### src/rtl/video_sync_gen_pkg.sv
// video_sync_gen_pkg: default VGA 640x480@60 timing, derived totals/windows and shared types.
package video_sync_gen_pkg;
    localparam int CNT_W = 10;

    localparam int H_VISIBLE_D = 640;
    localparam int H_FRONT_D   = 16;
    localparam int H_SYNC_D    = 96;
    localparam int H_BACK_D    = 48;
    localparam int V_VISIBLE_D = 480;
    localparam int V_FRONT_D   = 10;
    localparam int V_SYNC_D    = 2;
    localparam int V_BACK_D    = 33;

    localparam int H_TOTAL_D     = H_SYNC_D + H_BACK_D + H_VISIBLE_D + H_FRONT_D;
    localparam int V_TOTAL_D     = V_SYNC_D + V_BACK_D + V_VISIBLE_D + V_FRONT_D;
    localparam int H_ACT_START_D = H_SYNC_D + H_BACK_D;
    localparam int H_ACT_END_D   = H_ACT_START_D + H_VISIBLE_D;
    localparam int V_ACT_START_D = V_SYNC_D + V_BACK_D;
    localparam int V_ACT_END_D   = V_ACT_START_D + V_VISIBLE_D;

    typedef struct packed {
        logic blank_n;
        logic hs;
        logic vs;
    } sync_t;

    localparam sync_t SYNC_RST = '{blank_n: 1'b0, hs: 1'b1, vs: 1'b1};

    function automatic logic in_window(input logic [CNT_W-1:0] c, input int lo, input int hi);
        return (int'(c) >= lo) && (int'(c) < hi);
    endfunction
endpackage

### src/rtl/video_sync_gen_sync_counter.sv
// sync_counter: modulo-MODULUS counter advancing when en_i is high; wrap_o flags the
// enabled clock on which it returns to zero.
module sync_counter #(
    parameter int MODULUS = 800,
    parameter int W       = 10
) (
    input  logic         clk_i,
    input  logic         rst_n_i,
    input  logic         en_i,
    output logic [W-1:0] cnt_o,
    output logic         wrap_o
);
    logic [W-1:0] cnt_q, cnt_d;

    assign wrap_o = en_i && (cnt_q == W'(MODULUS - 1));
    assign cnt_d  = wrap_o ? '0 : en_i ? cnt_q + W'(1) : cnt_q;
    assign cnt_o  = cnt_q;

    always_ff @(posedge clk_i or negedge rst_n_i) begin
        if (!rst_n_i) cnt_q <= '0;
        else          cnt_q <= cnt_d;
    end
endmodule

### src/rtl/video_sync_gen.sv
// video_sync_gen: line/frame counters with registered active-low HS/VS and blank_n.
// Line and frame order is sync, back porch, visible, front porch.
module video_sync_gen
    import video_sync_gen_pkg::*;
#(
    parameter int H_VISIBLE = H_VISIBLE_D,
    parameter int H_FRONT   = H_FRONT_D,
    parameter int H_SYNC    = H_SYNC_D,
    parameter int H_BACK    = H_BACK_D,
    parameter int V_VISIBLE = V_VISIBLE_D,
    parameter int V_FRONT   = V_FRONT_D,
    parameter int V_SYNC    = V_SYNC_D,
    parameter int V_BACK    = V_BACK_D
) (
    input  logic vga_clk,
    input  logic reset,
    output logic blank_n,
    output logic HS,
    output logic VS
);
    localparam int H_TOTAL = H_SYNC + H_BACK + H_VISIBLE + H_FRONT;
    localparam int V_TOTAL = V_SYNC + V_BACK + V_VISIBLE + V_FRONT;

    logic [CNT_W-1:0] h_cnt, v_cnt;
    logic             h_wrap, v_wrap_unused;
    sync_t            out_d, out_q;

    sync_counter #(.MODULUS(H_TOTAL), .W(CNT_W)) u_h_cnt (
        .clk_i(vga_clk), .rst_n_i(reset), .en_i(1'b1), .cnt_o(h_cnt), .wrap_o(h_wrap)
    );

    sync_counter #(.MODULUS(V_TOTAL), .W(CNT_W)) u_v_cnt (
        .clk_i(vga_clk), .rst_n_i(reset), .en_i(h_wrap), .cnt_o(v_cnt), .wrap_o(v_wrap_unused)
    );

    always_comb begin
        out_d.blank_n = in_window(h_cnt, H_SYNC + H_BACK, H_SYNC + H_BACK + H_VISIBLE) &&
                        in_window(v_cnt, V_SYNC + V_BACK, V_SYNC + V_BACK + V_VISIBLE);
        out_d.hs      = int'(h_cnt) >= H_SYNC;
        out_d.vs      = int'(v_cnt) >= V_SYNC;
    end

    // Outputs come straight from flops so ports never see counter decode glitches.
    always_ff @(posedge vga_clk or negedge reset) begin
        if (!reset) out_q <= SYNC_RST;
        else        out_q <= out_d;
    end

    assign blank_n = out_q.blank_n;
    assign HS      = out_q.hs;
    assign VS      = out_q.vs;
endmodule

### config.mk
export PLATFORM = sky130hd
export DESIGN_NAME = video_sync_gen
export DESIGN_NICKNAME = d
export VERILOG_FILES = /design/src/rtl/video_sync_gen_pkg.sv /design/src/rtl/video_sync_gen_sync_counter.sv /design/src/rtl/video_sync_gen.sv
export SDC_FILE = /design/constraint.sdc
export NUM_CORES = 1
export LEC_CHECK = 0
export ABC_AREA = 1
export BUFFER_PORTS_ARGS = -buffer_cell sky130_fd_sc_hd__buf_2
export CAP_MARGIN = 10
export CORE_MARGIN = 3
export CORE_UTILIZATION = 40
export DETAILED_ROUTE_END_ITERATION = 8
export PLACE_DENSITY = 0.59
export REMOVE_ABC_BUFFERS = 1
export SYNTH_ARGS = -nofsm -noshare
export SYNTH_HDL_FRONTEND = slang
export SYNTH_HIERARCHICAL = 1
export SYNTH_SLANG_ARGS = --single-unit
export TNS_END_PERCENT = 20
### constraint.sdc
create_clock -name vga_clk -period 4.55 [get_ports vga_clk]
set_input_delay 0.455 -clock vga_clk [delete_from_list [all_inputs] [get_ports vga_clk]]
set_output_delay 0.455 -clock vga_clk [all_outputs]
set_load 0.1 [all_outputs]
==> results of run 1 <==
[routing by layer]
| layer | vias up | share of wire | global-route usage |
|---|---|---|---|
| met3 | 5 | 0.034 | 0.0359 |
| met1 | 542 | 0.52 | 0.207 |
| met5 | - | 0 | 0 |
| met4 | 0 | 0.0096 | 0.0466 |
| li1 | 625 | - | - |
| met2 | 12 | 0.43 | 0.209 |
[sequential cells by signal, summed over array words and instances, names as in the netlist]
register       cells
u_v_cnt/cnt_o     10
blank_n            1
HS                 1
u_h_cnt/cnt_o     10
VS                 1
[kinds of logic (layout without fill, tap and decap cells)]
group | count (synthesis) | after routing | share of synthesized area
and+or+nand+nor | 122 | 122 | 0.397
buffers and inverters | 32 | 39 | 0.0883
DFF | 23 | 23 | 0.412
AOI/OAI and AO/OA | 11 | 11 | 0.0482
xor gates and xnor gates | 4 | 4 | 0.0250
adders and majority gates | 3 | 3 | 0.0268
other | 1 | 7 | 0.00267
[power by group through the flow]
stage               clock network (mW)  registers, mW  logic, mW
finish                          0.0945          0.283      0.132
floorplan                            0          0.292     0.0914
global placement                     0          0.285      0.129
global route                     0.108          0.289      0.155
detailed placement                   0          0.287      0.131
CTS                              0.101          0.283      0.132
[final cells by class]
type / instances / area (um2) / share of cell area
well taps: 44 / 55.1 / 0.0362
clock buffers: 3 / 22.5 / 0.0148
flip-flops and latches: 23 / 578 / 0.380
multi-input cells: 147 / 723 / 0.476
repair buffers: 4 / 20.0 / 0.0132
inverters: 31 / 116 / 0.0765
clock inverters: 1 / 5.00 / 0.00329
[path summary, 6_finish.rpt]
path,end,slack [ps],from
max reg2reg,u_v_cnt/cnt_o[7],2820,u_h_cnt/cnt_o[0]
min,u_v_cnt/cnt_o[6],90,reset
max in group asynchronous,HS,4100,reset
max,HS,2810,HS
min in group vga_clk,HS,560,u_h_cnt/cnt_o[6]
min reg2reg,HS,560,u_h_cnt/cnt_o[6]
[synth_stat cells, drive strengths merged]
cell type,count,area [um2]
o21a,1,7.51
o21ai,4,23.8
nand4,2,12.5
o21bai,2,15.0
xor2,3,26.3
ha,3,37.5
dfrtp,21,526
nor2,35,161
inv,31,116
nor3,2,10.0
nand3,23,135
dfstp,2,52.6
nand3b,2,15.0
xnor2,1,8.76
nand2,58,223
a31oi,1,6.26
conb,1,3.75
a21oi,3,15.0
buf,1,7.51
[worst reg2reg max path, stage by stage, from the launching register on]
cell	delay (ps)
dfrtp_1	420
ha_1	210
nand2_1	110
nor2_1	110
nand3b_1	100
inv_1	210
nand3_2	130
nor2_4	160
nand3_1	90
nand2_1	70
inv_1	40
==> run_results.csv, run 1 <==
group,metric,value,unit
layout,finalNonFillerCells,253,
critical_path,cpPeakStageDelay,540,ps
placed_design,place_inst,249,
cts,clock_latency,310,ps
synth,ys_warn_count,6,
global_routing,antenna_found_initial,0,
detailed_routing,drc,0,
detailed_routing,via_count,1184,
sta,setup_ws,2810,ps
global_routing,grt_pass1_wl,4.83,mm
pwr,p_leak,0.794,nW
sta,max_slew_margin,0.653,
sta,grt_setup_unrepaired,"false",
die,fp-row-count,20,
sta,tightest_slew,521,ps
run,drv_cap,0,
layout,num_antenna_cells,0,
placed_design,hpwl,2.06,mm
global_routing,gr-total-overflow,0,
synth,synth_cell_types,26,
cts,numCtsBuffers,3,
critical_path,crit_chain,"buf_2",
critical_path,r2r_cells,10,
global_routing,grt_max_degree,24,
synth,synth-seq-cells,23,
critical_path,cp_num_buf_inv,1,
die,core,3200,um2
critical_path,cp-end-kind,"output port",
detailed_routing,drt_iter0_markers,55,
cts,ctsHoldBuffers,0,
critical_path,critical_path_depth,1,
pwr,p_clk_frac,0.185,
cts,cts.sinks,23,
pwr,p_sw,0.198,mW
hold_path,hold_path_class,"input port to async pin",
pwr,p_sw_frac,0.388,
die,start_util,0.438,
critical_path,crit_arrival,1280,ps
synth,syn_area,1400,um2
layout,fin_util,0.475,
pwr,p_int,0.312,mW
placed_design,pre_cts_slack,2820,ps
placed_design,postPlaceCellArea,1490,um2
die,die_height,65.2,um
sta,clock_skew,7.75,ps
cts,tritoncts,"built",
sta,fin_crit,1740,ps
critical_path,path_max_fanout,1,
synth,synthCells,196,
critical_path,cp-start-kind,"register",
die,ios,5,
global_routing,first_global_vias,1053,
die,die_area,4250,um2
synth,ys_seq_area_frac,0.412,
cts,post-cts-setup-buffers,0,
layout,nets,215,
layout,fill_cells,355,
cts,cts.clk_slew.worst_paths,130,ps
sta,setup_tns,0,ps
layout,area_growth,8.39,%
cts,cts_resized,0,
placed_design,gp_congestion,0.909,
sta,slew_viol_final,0,
detailed_routing,wl,2.71,mm
layout,layout_common_cells,"nand2_1, inv_1, nor2_1",
cts,cts.htree.levels,1,
pwr,power.density,335,nW/um2
sta,fin_crit_sh,0.382,
global_routing,grt_usage,0.143,
pwr,power_frac_seq,0.555,
detailed_routing,wl_per_cell,10.7,um
critical_path,worstSetupPathType,"register to output port",
critical_path,critPathTopFamily,"flip-flops",
sta,setup_viol,0,
pwr,ir_drop,0.256,mV
detailed_routing,via_per_inst,4.68,
layout,drive_gt1_frac,0.115,
sta,hold_viol_final,0,
cts,clockBufferDepth,2,
cts,clockRootBuffer,"clkbuf_4",
sta,whs,92.7,ps
pwr,combPwrFrac,0.260,
status,status,"finished, final reports clean",
sta,max_freq,576,MHz
detailed_routing,antenna_left,0,
layout,postLayoutCellArea,1520,um2
pwr,power,0.509,mW
detailed_routing,first_pass_iters,4,
critical_path,required,4090,ps
placed_design,io_buffers,4,
synth,syn_area_per_cell,7.16,um2
layout,final_common_cell,"nand2_1",
die,die_w,65.2,um
critical_path,slowest_stage,"dfstp_2",
Note: power is estimated with default switching activity, not from simulation.
==> inputs of run 2 (changes only) <==
clock period = 1.8 ns   (was 4.55 ns; I/O delays follow)
==> run 2 against run 1 <==
Effect of this change: first-iteration DRC count rose by 38%; via count is 2.4% higher; count of clock-buffer cells in the layout is the same; flip-flop and latch count unchanged; non-clock buffer count increased by 5; largest cell class unchanged.
==> run_results.csv, run 2 (same netlist as run 1, synthesis figures left out) <==
group,metric,value,unit
status,status,"finished, final reports clean",
die,die_w,65.2,um
hold_path,hold_path_class,"input port to async pin",
critical_path,required,2030,ps
run,drv_cap,0,
layout,nets,220,
critical_path,crit_arrival,1860,ps
layout,fill_cells,338,
sta,tightest_slew,522,ps
sta,max_slew_margin,0.652,
layout,num_antenna_cells,0,
pwr,ir_drop,0.499,mV
sta,whs,356,ps
detailed_routing,via_count,1213,
detailed_routing,drc,0,
global_routing,top_usage_layer,"met2",
global_routing,grtUsageMet3,0.0205,
global_routing,grt_pass1_wl,4.80,mm
layout,layout_common_cells,"nand2_1, inv_1, nor2_1",
cts,clock_latency,310,ps
cts,clockRootBuffer,"clkbuf_4",
die,die_height,65.2,um
cts,cts.clk_slew.worst_paths,140,ps
die,die_area,4250,um2
sta,fin_crit,1630,ps
sta,max_freq,614,MHz
global_routing,grtUsageMet1,0.203,
sta,slew_viol_final,0,
global_routing,antenna_found_initial,0,
critical_path,worstSetupPathType,"register to register",
placed_design,pre_cts_slack,74.7,ps
detailed_routing,antenna_left,0,
cts,cts.sinks,23,
sta,setup_ws,170,ps
detailed_routing,first_pass_iters,4,
die,start_util,0.438,
detailed_routing,drt_iter0_markers,76,
layout,drive_gt1_frac,0.150,
detailed_routing,via_per_inst,4.70,
sta,clock_skew,2.49,ps
die,ios,5,
detailed_routing,wl,2.78,mm
critical_path,r2r_cells,10,
critical_path,path_max_fanout,7,
global_routing,grt_max_degree,24,
critical_path,r2r_start,"u_h_cnt/cnt_o[1]",
cts,numCtsBuffers,3,
placed_design,hpwl,2.06,mm
placed_design,gp_congestion,0.893,
die,core,3200,um2
sta,fin_crit_sh,0.906,
critical_path,cp-end-kind,"register",
pwr,p_leak,0.816,nW
sta,setup_tns,0,ps
layout,fin_util,0.493,
global_routing,first_global_vias,1068,
cts,tritoncts,"built",
critical_path,r2r_end,"u_v_cnt/cnt_o[7]",
pwr,power.density,843,nW/um2
critical_path,regToRegSetupSlack,170,ps
die,fp-row-count,20,
layout,regArea,578,um2
placed_design,io_buffers,4,
global_routing,use_met2,0.228,
critical_path,cp-start-kind,"register",
global_routing,grt_usage,0.144,
sta,setup_viol,0,
global_routing,gr-total-overflow,0,
layout,area_growth,12.5,%
detailed_routing,wl_per_cell,10.8,um
cts,clockBufferDepth,2,
cts,cts.htree.levels,1,
sta,hold_viol_final,0,
layout,final_common_cell,"nand2_1",
layout,multi_input_area,741,um2
==> run 2: changes by cell type in the layout (fill, tap and decap cells not counted), sizes merged <==
cell,delta
buf,+4
dlygate4sd3,+1
==> run 2: worst max-delay path by stage <==
stage                                 from               end  slack (ps)
after floorplan           u_h_cnt/cnt_o[0]  u_v_cnt/cnt_o[5]         290
after global placement    u_h_cnt/cnt_o[0]  u_v_cnt/cnt_o[9]         100
after detailed placement  u_h_cnt/cnt_o[1]  u_v_cnt/cnt_o[7]          70
after CTS                 u_h_cnt/cnt_o[1]  u_v_cnt/cnt_o[7]          50
after global routing      u_h_cnt/cnt_o[1]  u_v_cnt/cnt_o[7]         -10
final                     u_h_cnt/cnt_o[1]  u_v_cnt/cnt_o[7]         170
==> run 2: layout make-up <==
cell class,count,share of cell area
Multi-Input combinational cell,147,0.469
Sequential cell,23,0.366
Clock buffer,3,0.0143
Timing Repair Buffer,9,0.0381
Tap cell,44,0.0349
Inverter,31,0.0738
Clock inverter,1,0.00317
==> run 2: critical path, stage by stage, from the launching register on <==
cell      delay (ps)
dfrtp_1          450
ha_4             170
nand2_2           70
nor2_2           110
nand3b_1         110
inv_2            130
nand3_2          110
nor2_4           190
nand3_1           90
nand2_1           80
inv_1             40
==> run 2: timing repair <==
item                                    in CTS  in global routing
endpoints found under the setup margin       0                  9
gates resized for setup                      0                  5
endpoints found under the hold margin       21                  0
hold buffers                                 1                  0
setup buffers                                0                  3
==> run 2: power breakdown <==
part,switching [mW],internal (mW)
registers,0.116,0.600
clock network,0.166,0.0830
logic,0.241,0.124
==> run 2: per-layer routing <==
metal / vias to the layer above / wire length [um] / share of wire
met1: 546 / 1410 / 0.51
met2: 26 / 1230 / 0.44
met5: - / 0 / 0
met3: 4 / 106 / 0.038
met4: 0 / 23 / 0.0083
li1: 637 / - / -
==> run 2: stage by stage <==
step,area (um2),cells,power [mW]
finish,1580,258,1.33
detailed placement,1500,250,1.06
floorplan,1420,201,0.969
CTS,1540,255,1.32
global route,1580,258,1.45
global placement,1500,250,1.05
